$ cat src/rtl/gpu_cpu2vram_xfer_ctrl_if.sv
// CPU-to-VRAM upload bundle: pixel FIFO read side plus VRAM write port.
// master = transfer controller, slave = FIFO/arbiter side.
interface gpu_cpu2vram_xfer_ctrl_if #(
    parameter int XW = 10,
    parameter int YW = 9
);
    logic          fifo_valid0;
    logic [15:0]   fifo_data0;
    logic          fifo_valid1;
    logic [15:0]   fifo_data1;
    logic          fifo_pop0;
    logic          fifo_pop1;
    logic          fifo_flush;
    logic          wr_req;
    logic          wr_ack;
    logic [XW-1:0] wr_x;
    logic [YW-1:0] wr_y;
    logic [31:0]   wr_data;
    logic [1:0]    wr_be;

    modport master (
        input  fifo_valid0, fifo_data0, fifo_valid1, fifo_data1,
        input  wr_ack,
        output fifo_pop0, fifo_pop1, fifo_flush,
        output wr_req, wr_x, wr_y, wr_data, wr_be
    );

    modport slave (
        output fifo_valid0, fifo_data0, fifo_valid1, fifo_data1,
        output wr_ack,
        input  fifo_pop0, fifo_pop1, fifo_flush,
        input  wr_req, wr_x, wr_y, wr_data, wr_be
    );
endinterface

$ cat src/rtl/gpu_cpu2vram_xfer_ctrl.sv
// CPU-to-VRAM rectangle upload: drains the pixel FIFO and walks the
// destination rectangle with VRAM wrap, issuing 1/2-pixel writes.
module gpu_cpu2vram_xfer_ctrl #(
    parameter int XW = 10,
    parameter int YW = 9
) (
    input  logic          clk_i,
    input  logic          rst_i,
    input  logic          start_i,
    input  logic [XW-1:0] x_i,
    input  logic [YW-1:0] y_i,
    input  logic [XW-1:0] w_i,
    input  logic [YW-1:0] h_i,
    input  logic          set_mask_i,
    input  logic          abort_i,
    gpu_cpu2vram_xfer_ctrl_if.master bus,
    output logic          busy_o,
    output logic          done_o
);
    typedef enum logic [1:0] {
        S_IDLE,
        S_FETCH,
        S_WRITE,
        S_DONE
    } state_t;

    state_t state_q, state_d;

    logic [XW-1:0] x0_q, cur_x_q;
    logic [YW-1:0] y_q;
    logic [XW:0]   wr_rem_q, col_rem_q;
    logic [YW:0]   hgt_rem_q;
    logic          flush_q;
    logic [XW-1:0] wr_x_q;
    logic [YW-1:0] wr_y_q;
    logic [31:0]   wr_data_q;
    logic [1:0]    wr_be_q;

    logic          pair_ok, take_pair, take_single, ack_fire;
    logic          row_end, last_row;
    logic [XW:0]   step, col_nxt, w_full;
    logic [YW:0]   h_full;
    logic [15:0]   msk;

    // Zero width/height encode the full VRAM extent.
    assign w_full = (w_i == '0) ? {1'b1, {XW{1'b0}}} : {1'b0, w_i};
    assign h_full = (h_i == '0) ? {1'b1, {YW{1'b0}}} : {1'b0, h_i};
    assign msk    = {set_mask_i, 15'h0};

    // A pair may not straddle the right edge of VRAM.
    assign pair_ok = (col_rem_q >= (XW+1)'(2)) && (cur_x_q != '1);
    assign take_pair = (state_q == S_FETCH) && !abort_i
                       && pair_ok && bus.fifo_valid1;
    assign take_single = (state_q == S_FETCH) && !abort_i
                         && !pair_ok && bus.fifo_valid0;
    assign ack_fire = (state_q == S_WRITE) && !abort_i && bus.wr_ack;

    assign step     = wr_be_q[1] ? (XW+1)'(2) : (XW+1)'(1);
    assign col_nxt  = col_rem_q - step;
    assign row_end  = (col_nxt == '0);
    assign last_row = row_end && (hgt_rem_q == (YW+1)'(1));

    always_ff @(posedge clk_i or posedge rst_i) begin
        if (rst_i) begin
            state_q <= S_IDLE;
        end else begin
            state_q <= state_d;
        end
    end

    always_comb begin
        state_d = state_q;
        unique case (state_q)
            S_IDLE: begin
                if (start_i) state_d = S_FETCH;
            end
            S_FETCH: begin
                if (abort_i) state_d = S_IDLE;
                else if (take_pair || take_single) state_d = S_WRITE;
            end
            S_WRITE: begin
                if (abort_i) state_d = S_IDLE;
                else if (ack_fire) state_d = last_row ? S_DONE : S_FETCH;
            end
            S_DONE: state_d = S_IDLE;
            default: state_d = S_IDLE;
        endcase
    end

    always_ff @(posedge clk_i or posedge rst_i) begin
        if (rst_i) begin
            x0_q      <= '0;
            cur_x_q   <= '0;
            y_q       <= '0;
            wr_rem_q  <= '0;
            col_rem_q <= '0;
            hgt_rem_q <= '0;
            flush_q   <= 1'b0;
            wr_x_q    <= '0;
            wr_y_q    <= '0;
            wr_data_q <= '0;
            wr_be_q   <= '0;
        end else begin
            flush_q <= abort_i && (state_q != S_IDLE);
            if ((state_q == S_IDLE) && start_i) begin
                x0_q      <= x_i;
                cur_x_q   <= x_i;
                y_q       <= y_i;
                wr_rem_q  <= w_full;
                col_rem_q <= w_full;
                hgt_rem_q <= h_full;
            end
            if (take_pair) begin
                wr_x_q    <= cur_x_q;
                wr_y_q    <= y_q;
                wr_data_q <= {bus.fifo_data1 | msk, bus.fifo_data0 | msk};
                wr_be_q   <= 2'b11;
            end else if (take_single) begin
                wr_x_q    <= cur_x_q;
                wr_y_q    <= y_q;
                wr_data_q <= {16'h0, bus.fifo_data0 | msk};
                wr_be_q   <= 2'b01;
            end
            if (ack_fire) begin
                if (row_end) begin
                    cur_x_q   <= x0_q;
                    col_rem_q <= wr_rem_q;
                    y_q       <= y_q + 1'b1;
                    hgt_rem_q <= hgt_rem_q - 1'b1;
                end else begin
                    cur_x_q   <= cur_x_q + step[XW-1:0];
                    col_rem_q <= col_nxt;
                end
            end
        end
    end

    assign bus.fifo_pop0  = take_pair || take_single;
    assign bus.fifo_pop1  = take_pair;
    assign bus.fifo_flush = flush_q;
    assign bus.wr_req     = (state_q == S_WRITE);
    assign bus.wr_x       = wr_x_q;
    assign bus.wr_y       = wr_y_q;
    assign bus.wr_data    = wr_data_q;
    assign bus.wr_be      = wr_be_q;
    assign busy_o         = (state_q != S_IDLE);
    assign done_o         = (state_q == S_DONE);
endmodule

$ cat src/flat_wrapper.sv
// flat-port wrapper written by rule: the top's interface ports become plain ports
module gpu_cpu2vram_xfer_ctrl_flat 
#(
    parameter int XW = 10,
    parameter int YW = 9
)
  (clk_i, rst_i, start_i, x_i, y_i, w_i, h_i, set_mask_i, abort_i, busy_o, done_o, bus_fifo_valid0, bus_fifo_data0, bus_fifo_valid1, bus_fifo_data1, bus_wr_ack, bus_fifo_pop0, bus_fifo_pop1, bus_fifo_flush, bus_wr_req, bus_wr_x, bus_wr_y, bus_wr_data, bus_wr_be);
  gpu_cpu2vram_xfer_ctrl_if #(.XW(XW), .YW(YW)) bus_i ();
  input  logic clk_i;
  input  logic rst_i;
  input  logic start_i;
  input  logic [XW-1:0] x_i;
  input  logic [YW-1:0] y_i;
  input  logic [XW-1:0] w_i;
  input  logic [YW-1:0] h_i;
  input  logic set_mask_i;
  input  logic abort_i;
  output logic busy_o;
  output logic done_o;
  input wire logic [$bits(bus_i.fifo_valid0)-1:0] bus_fifo_valid0;
  input wire logic [$bits(bus_i.fifo_data0)-1:0] bus_fifo_data0;
  input wire logic [$bits(bus_i.fifo_valid1)-1:0] bus_fifo_valid1;
  input wire logic [$bits(bus_i.fifo_data1)-1:0] bus_fifo_data1;
  input wire logic [$bits(bus_i.wr_ack)-1:0] bus_wr_ack;
  output wire logic [$bits(bus_i.fifo_pop0)-1:0] bus_fifo_pop0;
  output wire logic [$bits(bus_i.fifo_pop1)-1:0] bus_fifo_pop1;
  output wire logic [$bits(bus_i.fifo_flush)-1:0] bus_fifo_flush;
  output wire logic [$bits(bus_i.wr_req)-1:0] bus_wr_req;
  output wire logic [$bits(bus_i.wr_x)-1:0] bus_wr_x;
  output wire logic [$bits(bus_i.wr_y)-1:0] bus_wr_y;
  output wire logic [$bits(bus_i.wr_data)-1:0] bus_wr_data;
  output wire logic [$bits(bus_i.wr_be)-1:0] bus_wr_be;
  assign bus_i.fifo_valid0 = bus_fifo_valid0;
  assign bus_i.fifo_data0 = bus_fifo_data0;
  assign bus_i.fifo_valid1 = bus_fifo_valid1;
  assign bus_i.fifo_data1 = bus_fifo_data1;
  assign bus_i.wr_ack = bus_wr_ack;
  assign bus_fifo_pop0 = bus_i.fifo_pop0;
  assign bus_fifo_pop1 = bus_i.fifo_pop1;
  assign bus_fifo_flush = bus_i.fifo_flush;
  assign bus_wr_req = bus_i.wr_req;
  assign bus_wr_x = bus_i.wr_x;
  assign bus_wr_y = bus_i.wr_y;
  assign bus_wr_data = bus_i.wr_data;
  assign bus_wr_be = bus_i.wr_be;
  gpu_cpu2vram_xfer_ctrl #(.XW(XW), .YW(YW)) u_core (.clk_i(clk_i), .rst_i(rst_i), .start_i(start_i), .x_i(x_i), .y_i(y_i), .w_i(w_i), .h_i(h_i), .set_mask_i(set_mask_i), .abort_i(abort_i), .bus(bus_i), .busy_o(busy_o), .done_o(done_o));
endmodule
$ cat config.mk
export PLATFORM = sky130hd
export DESIGN_NAME = gpu_cpu2vram_xfer_ctrl_flat
export DESIGN_NICKNAME = d
export VERILOG_FILES = /design/src/rtl/gpu_cpu2vram_xfer_ctrl_if.sv /design/src/rtl/gpu_cpu2vram_xfer_ctrl.sv /design/src/flat_wrapper.sv
export SDC_FILE = /design/constraint.sdc
export NUM_CORES = 1
export LEC_CHECK = 0
export ABC_CLOCK_PERIOD_IN_PS = 6800
export CORE_ASPECT_RATIO = 1.25
export CORE_MARGIN = 2
export CORE_UTILIZATION = 54
export CTS_CLUSTER_SIZE = 12
export DETAILED_ROUTE_END_ITERATION = 7
export MAX_ROUTING_LAYER = met4
export PLACE_DENSITY_LB_ADDON = 0.2
export SLEW_MARGIN = 20
export SYNTH_ARGS = -nofsm -noshare
export SYNTH_HDL_FRONTEND = slang
export SYNTH_SLANG_ARGS = --single-unit
$ cat constraint.sdc
create_clock -name clk_i -period 6.8 [get_ports clk_i]
set_clock_uncertainty 0.2 [all_clocks]
set_input_delay 0.68 -clock clk_i [delete_from_list [all_inputs] [get_ports clk_i]]
set_output_delay 0.68 -clock clk_i [all_outputs]
set_load 0.05 [all_outputs]
; ---- Word-level counts from Yosys, hierarchy flattened
; Index checks and enable logic that the tools add are counted.
[classes]
add_sub_neg = 4
magnitude_cmp = 1
n_eq_ne = 8
mux = 30
bitwise = 2
reduce_logical = 22
[ops]
columns = op, count
row1 = 2-to-1 mux 10 bit, 9
row2 = 2-to-1 mux 32 bit, 2
row3 = 2-to-1 mux 9 bit, 5
row4 = 2-to-1 mux 11 bit, 4
row5 = bitwise OR 16 bit, 2
row6 = 2-to-1 mux 2 bit, 9
row7 = "greater-or-equal comparator 11 x 2 -> 1 bit, second input constant", 1
row8 = logical AND 1 bit, 11
row9 = logical NOT 11 bit, 1
row10 = subtractor 11 bit, 1
row11 = adder 10 bit, 1
row12 = "equality test 10 x 1 -> 1 bit, second input constant", 1
row13 = logical NOT 10 bit, 1
row14 = "!= test 10 bit, second input constant", 1
row15 = "subtractor 10 x 1 -> 10 bit, second input constant", 1
row16 = "adder 9 x 1 -> 9 bit, second input constant", 1
row17 = logical NOT 9 bit, 1
row18 = one-hot mux 2 bit (4 select lines), 1
row19 = nonzero test 2 bit, 3
row20 = "equality test 2 bit, second input constant", 2
row21 = "!= test 3 x 2 -> 1 bit, second input constant", 1
row22 = "!= test 3 bit, second input constant", 1
row23 = AND reduction 3 bit, 1
row24 = "equality test 2 x 1 -> 1 bit, second input constant", 1
row25 = other kinds (4), 5
[totals]
ff_bits = 117
input_bits = 78
output_inout_bits = 59
word_cells = 79

; ---- Depth between registers and ports, before layout
[logic_depth]
depth_word = 9
ltp_mapped = 11
ltp_nobuf = 9

; ---- Worst setup path before layout
; Ideal clock, no wire load.
[synth_path]
path_type = register to register
from = reg u_core.wr_be_q[1], in the netlist u_core.bus.wr_be[1]
to = reg u_core.cur_x_q[2]
setup_ns = 0.137
t_arrival_ns = 3.115
required_time_ns = 6.463
path_slack_ns = 3.348
stages_incl_launch_ff = 11
path_buffers = 1
synth_period_minus_slack_ns = 3.452
path_cell_list = dfrtp_1 inv_1 ha_1 fa_1 nor2b_2 nor4_2 nand2_1 nor4_4 buf_6 mux2i_1 a21oi_1
[synth_between]
elab_chain_cells = 5
word_cells_on_any_way = 6
cone_classes = 2 x add/sub / 3 x mux / 1 x reduce/logical
[synth_rtl]
columns = item, line_no
row1 = "start, declared", gpu_cpu2vram_xfer_ctrl.sv:37  ; logic [1:0] wr_be_q;
row2 = "start signal, assigned", gpu_cpu2vram_xfer_ctrl.sv:102  ; wr_be_q <= '0;
row3 = "start signal, assigned", gpu_cpu2vram_xfer_ctrl.sv:117  ; wr_be_q <= 2'b11;
row4 = "start signal, assigned", gpu_cpu2vram_xfer_ctrl.sv:122  ; wr_be_q <= 2'b01;
row5 = 2-to-1 mux 2 bit (*), gpu_cpu2vram_xfer_ctrl.sv:58  ; assign step = wr_be_q[1] ? (XW+1)'(2) : (XW+1)'(1);
row6 = subtractor 11 bit, gpu_cpu2vram_xfer_ctrl.sv:59  ; assign col_nxt = col_rem_q - step;
row7 = logical NOT 11 bit, gpu_cpu2vram_xfer_ctrl.sv:60  ; assign row_end = (col_nxt == '0);
row8 = 2-to-1 mux 10 bit (*), gpu_cpu2vram_xfer_ctrl.sv:125  ; if (row_end) begin
row9 = 2-to-1 mux 10 bit (*), gpu_cpu2vram_xfer_ctrl.sv:124  ; if (ack_fire) begin
row10 = "end signal, assigned", gpu_cpu2vram_xfer_ctrl.sv:107  ; cur_x_q <= x_i;
row11 = "end signal, assigned", gpu_cpu2vram_xfer_ctrl.sv:126  ; cur_x_q <= x0_q;
row12 = "end signal, assigned", gpu_cpu2vram_xfer_ctrl.sv:131  ; cur_x_q <= cur_x_q + step[XW-1:0];
row13 = "end, declared", gpu_cpu2vram_xfer_ctrl.sv:29  ; logic [XW-1:0] x0_q, cur_x_q;
; Every way passes the cells marked *; elsewhere a longest branch is shown, timed or not.
; A chain may end at the register's enable or synchronous reset.

; ---- Final worst setup path
[layout_path]
from = reg u_core.col_rem_q[7]
to = out bus_fifo_pop0
[layout_between]
elab_chain_cells = 6
word_cells_on_any_way = 8
cone_classes = 1 x order compare / 7 x reduce/logical
[layout_rtl]
columns = item, line_no
row1 = "start, declared", gpu_cpu2vram_xfer_ctrl.sv:31  ; logic [XW:0] wr_rem_q, col_rem_q;
row2 = "start signal, assigned", gpu_cpu2vram_xfer_ctrl.sv:110  ; col_rem_q <= w_full;
row3 = "start signal, assigned", gpu_cpu2vram_xfer_ctrl.sv:127  ; col_rem_q <= wr_rem_q;
row4 = "start signal, assigned", gpu_cpu2vram_xfer_ctrl.sv:132  ; col_rem_q <= col_nxt;
row5 = greater-or-equal comparator 11 x 2 -> 1 bit (*), gpu_cpu2vram_xfer_ctrl.sv:51  ; assign pair_ok = (col_rem_q >= (XW+1)'(2)) && (cur_x_q != '1);
row6 = logical AND 1 bit (*), gpu_cpu2vram_xfer_ctrl.sv:51
row7 = logical NOT 1 bit, gpu_cpu2vram_xfer_ctrl.sv:55  ; && !pair_ok && bus.fifo_valid0;
row8 = logical AND 1 bit (2 in a row), gpu_cpu2vram_xfer_ctrl.sv:55
row9 = logical OR 1 bit (*), gpu_cpu2vram_xfer_ctrl.sv:138  ; assign bus.fifo_pop0 = take_pair || take_single;
row10 = "end, declared", flat_wrapper.sv:25  ; output wire logic [$bits(bus_i.fifo_pop0)-1:0] bus_fifo_pop0;
; Marked as above.

==> out/qor.yml <==
clock_network:
  clock_sinks: 117
  post_cts_resized: 0
  root_buffer: "clkbuf_16"
  cts_setup_buffers: 0
  clk_latency_ns: 0.41
  cts.clk_slew.worst_paths_ns: 0.05
  cts_made_buffers: 17
  ctsHoldBuffers: 0
  htree_levels: 4
  cts_tree: "yes"
  clockBufferDepth: 2
timing:
  finalSetupTns_ns: 0
  setup_violations: 0
  fin_crit_sh_pct: 68.6
  relSlewSlack_pct: 34.7
  max_freq_mhz: 214
  hold_viol_final: 0
  period_minus_slack_ns: 4.66
  worstMarginPinSlew_ns: 0.979
  rsz0062_at_grt: "no"
  slew_violations: 0
global_route:
  grt_pass1_wl_um: 25000
  overflow: 0
  grt_pass1_vias: 5123
  grtUsageTotal_pct: 27.5
  grt_max_degree: 77
  antenna_found_initial: 0
finish:
  fin_util_pct: 74.3
  diodes: 0
  layout-drive-gt1-share_pct: 8.50
  fillCellCount: 782
  areaGrowthSynthToFinish_pct: 34.8
  nets: 874
  seq_area_um2: 2930
  multiInputGateArea_um2: 2660
  design_area_um2: 7810
  instances_no_fill: 932
synth:
  yosysMostFrequentCell: "nand2_1"
  syn_area_um2: 5800
  ys.flop_type: "dfrtp_1"
  syn-num-nets: 748
  synth_edf_count: 0
  synth_seq_cells: 117
  synth_largest_area_cell: "dfrtp_1"
  yosys_warnings: 0
  synth_cells: 661
  yosysTopAreaCellShare_pct: 50.5
  avgSynthCellArea_um2: 8.77
  netlist_top_cells_area: "dfrtp_1 51%, nand2_1 14%, nor3_1 2.8%, nor2_1 2.7%, a21oi_1 2.5%"
  async_flop_share_pct: 100
  seq_area_frac_synth_pct: 50.5
  netlist_top_cells_count: "217 x nand2_1, 117 x dfrtp_1, 41 x nor2_1"
  ys_types: 55
worst_setup_path:
  worst-path-max-fanout: 56
  critical_path.cell_chain: "nor3_1 -> and3_1 -> or3b_1 -> a21o_2 -> clkinv_1 -> buf_4 -> clkdlybuf4s50_1"
  r2r-end: "u_core.hgt_rem_q[8]"
  r2r-start: "u_core.bus.wr_be[1]"
  reg2reg_depth: 9
  cp_top_family: "buffers and inverters"
  critPathSlowestCell: "a21o_2"
  rrSetupSlack_ns: 3.16
  end_kind: "output pin"
  critPathArrivalTime_ns: 3.78
  crit_buf_inv: 3
  max_stage_delay_ns: 0.76
  required_ns: 5.92
  setup.worst_path.start_class: "register"
  crit_type: "register to output pin"
routing:
  wl_met1_um: 6310
  via_per_inst: 5.61
  drtIter0Drc: 427
  avgRoutedWirePerCell_um: 16.1
  routed_wirelength_um: 15000
  met2_length_um: 7650
  drtAntennaViolNets: 0
  first_pass_iters: 5
  num_vias: 5230
  drc: 0
  route.met3.wl_um: 810
  topRoutingLayerUsed: "met4"
floorplan:
  dieArea_um2: 11600
  initial_utilization_pct: 55.1
  placementRows: 42
  coreArea_um2: 10500
  die-height_um: 120
  die_x_um: 96.7
  io_pins: 137
run_status:
  status: "finished clean"
worst_hold_path:
  hold_start: "u_core.wr_rem_q[4]"
  hp-class: "register to register"
  min_path_cells: 2
  whs_endpoint: "u_core.col_rem_q[4]"
power:
  leakagePower_nw: 3.51
  power_mw: 3.81
  ir_drop_mv: 0.271
  p_per_area_nw_per_um2: 487
placed_design:
  portBuffers: 136
  dpl_cell_area_um2: 7220
  dp_hpwl_um: 10000
  post-place-cells: 900
  routabilityCongestion: 0.887
job:
  drv_cap: 0
## worst register-to-register path, cell delays in order (launching register included)
cell and delay, ns:
dfrtp_1 0.49, inv_1 0.21, ha_1 0.27, fa_1 0.45, nor2b_2 0.22, nor4_2 0.34, nand3_1 0.19, or4_1 0.81
nand2_1 0.22, o221a_2 0.20
## layer usage
layer / vias to the layer above / global-route usage, %
met4: 0 / 9.86
met3: 24 / 6.17
met5: - / -
met2: 169 / 45.7
li1: 2482 / -
met1: 2555 / 33.3
## registers in the layout, indices dropped and copies added (netlist names)
signal,count
u_core.cur_x_q,10
u_core.bus.wr_data,32
u_core.bus.fifo_flush,1
u_core.bus.wr_x,10
u_core.state_q,2
u_core.wr_rem_q,11
u_core.col_rem_q,11
u_core.bus.wr_y,9
u_core.y_q,9
u_core.x0_q,10
u_core.bus.wr_be,2
u_core.hgt_rem_q,10
## cells in the final DEF, fill, tap and decap left out, types with 12 or more instances in the layout
master / instances
nand2_1: 217
clkdlybuf4s50_1: 136
dfrtp_1: 117
nor2_1: 40
nor3_1: 32
a21oi_1: 29
o21ai_0: 22
clkbuf_16: 17
a22o_1: 15
inv_1: 12
or2_2: 12
mux2i_1: 12
## metrics by stage
| step | hold WS, ns | worst slack (ns) |
|---|---|---|
| after floorplan | 0.245 | 2.82 |
| after global placement | 0.253 | 2.48 |
| after detailed placement | 0.262 | 2.42 |
| after CTS | 0.274 | 2.10 |
| after global routing | 0.292 | 1.93 |
| final | 0.273 | 2.14 |
## how the worst max path moves through the flow
stage / startpoint / to / slack (ns) / cells past startpoint
after floorplan: rst_i / u_core.bus.fifo_flush / 2.82 / 1
after global placement: abort_i / bus_fifo_pop0 / 2.48 / 7
after detailed placement: abort_i / bus_fifo_pop0 / 2.42 / 7
after CTS: u_core.col_rem_q[7] / bus_fifo_pop0 / 2.10 / 7
after global routing: u_core.cur_x_q[2] / bus_fifo_pop0 / 1.93 / 7
final: u_core.col_rem_q[7] / bus_fifo_pop0 / 2.14 / 7
## area by class of cell
cell class | instances | area share (%)
Sequential cell | 117 | 37.5
Inverter | 15 | 0.753
Clock buffer | 20 | 5.97
Clock inverter | 12 | 1.63
Timing Repair Buffer | 142 | 18.0
Tap cell | 132 | 2.11
Multi-Input combinational cell | 494 | 34.0
## kinds of logic (layout without fill, tap and decap cells)
logic type	after synthesis	after routing	synth area share, %
muxes	15	15	2.66
AOI/OAI and AO/OA	100	100	11.2
adders and majority gates	9	9	2.20
and+or+nand+nor	357	357	27.6
DFF	117	117	50.5
xor gates and xnor gates	13	13	1.96
buffers and inverters	50	189	3.80
## where the power goes
group	internal (mW)	leakage [nW]	switching [mW]	total, mW
clock network	0.566	0.284	0.320	0.886
registers	1.01	1.42	0.268	1.27
logic	0.605	1.81	1.04	1.65
total	2.18	3.51	1.63	3.81
(Power assumes the default switching activity.)
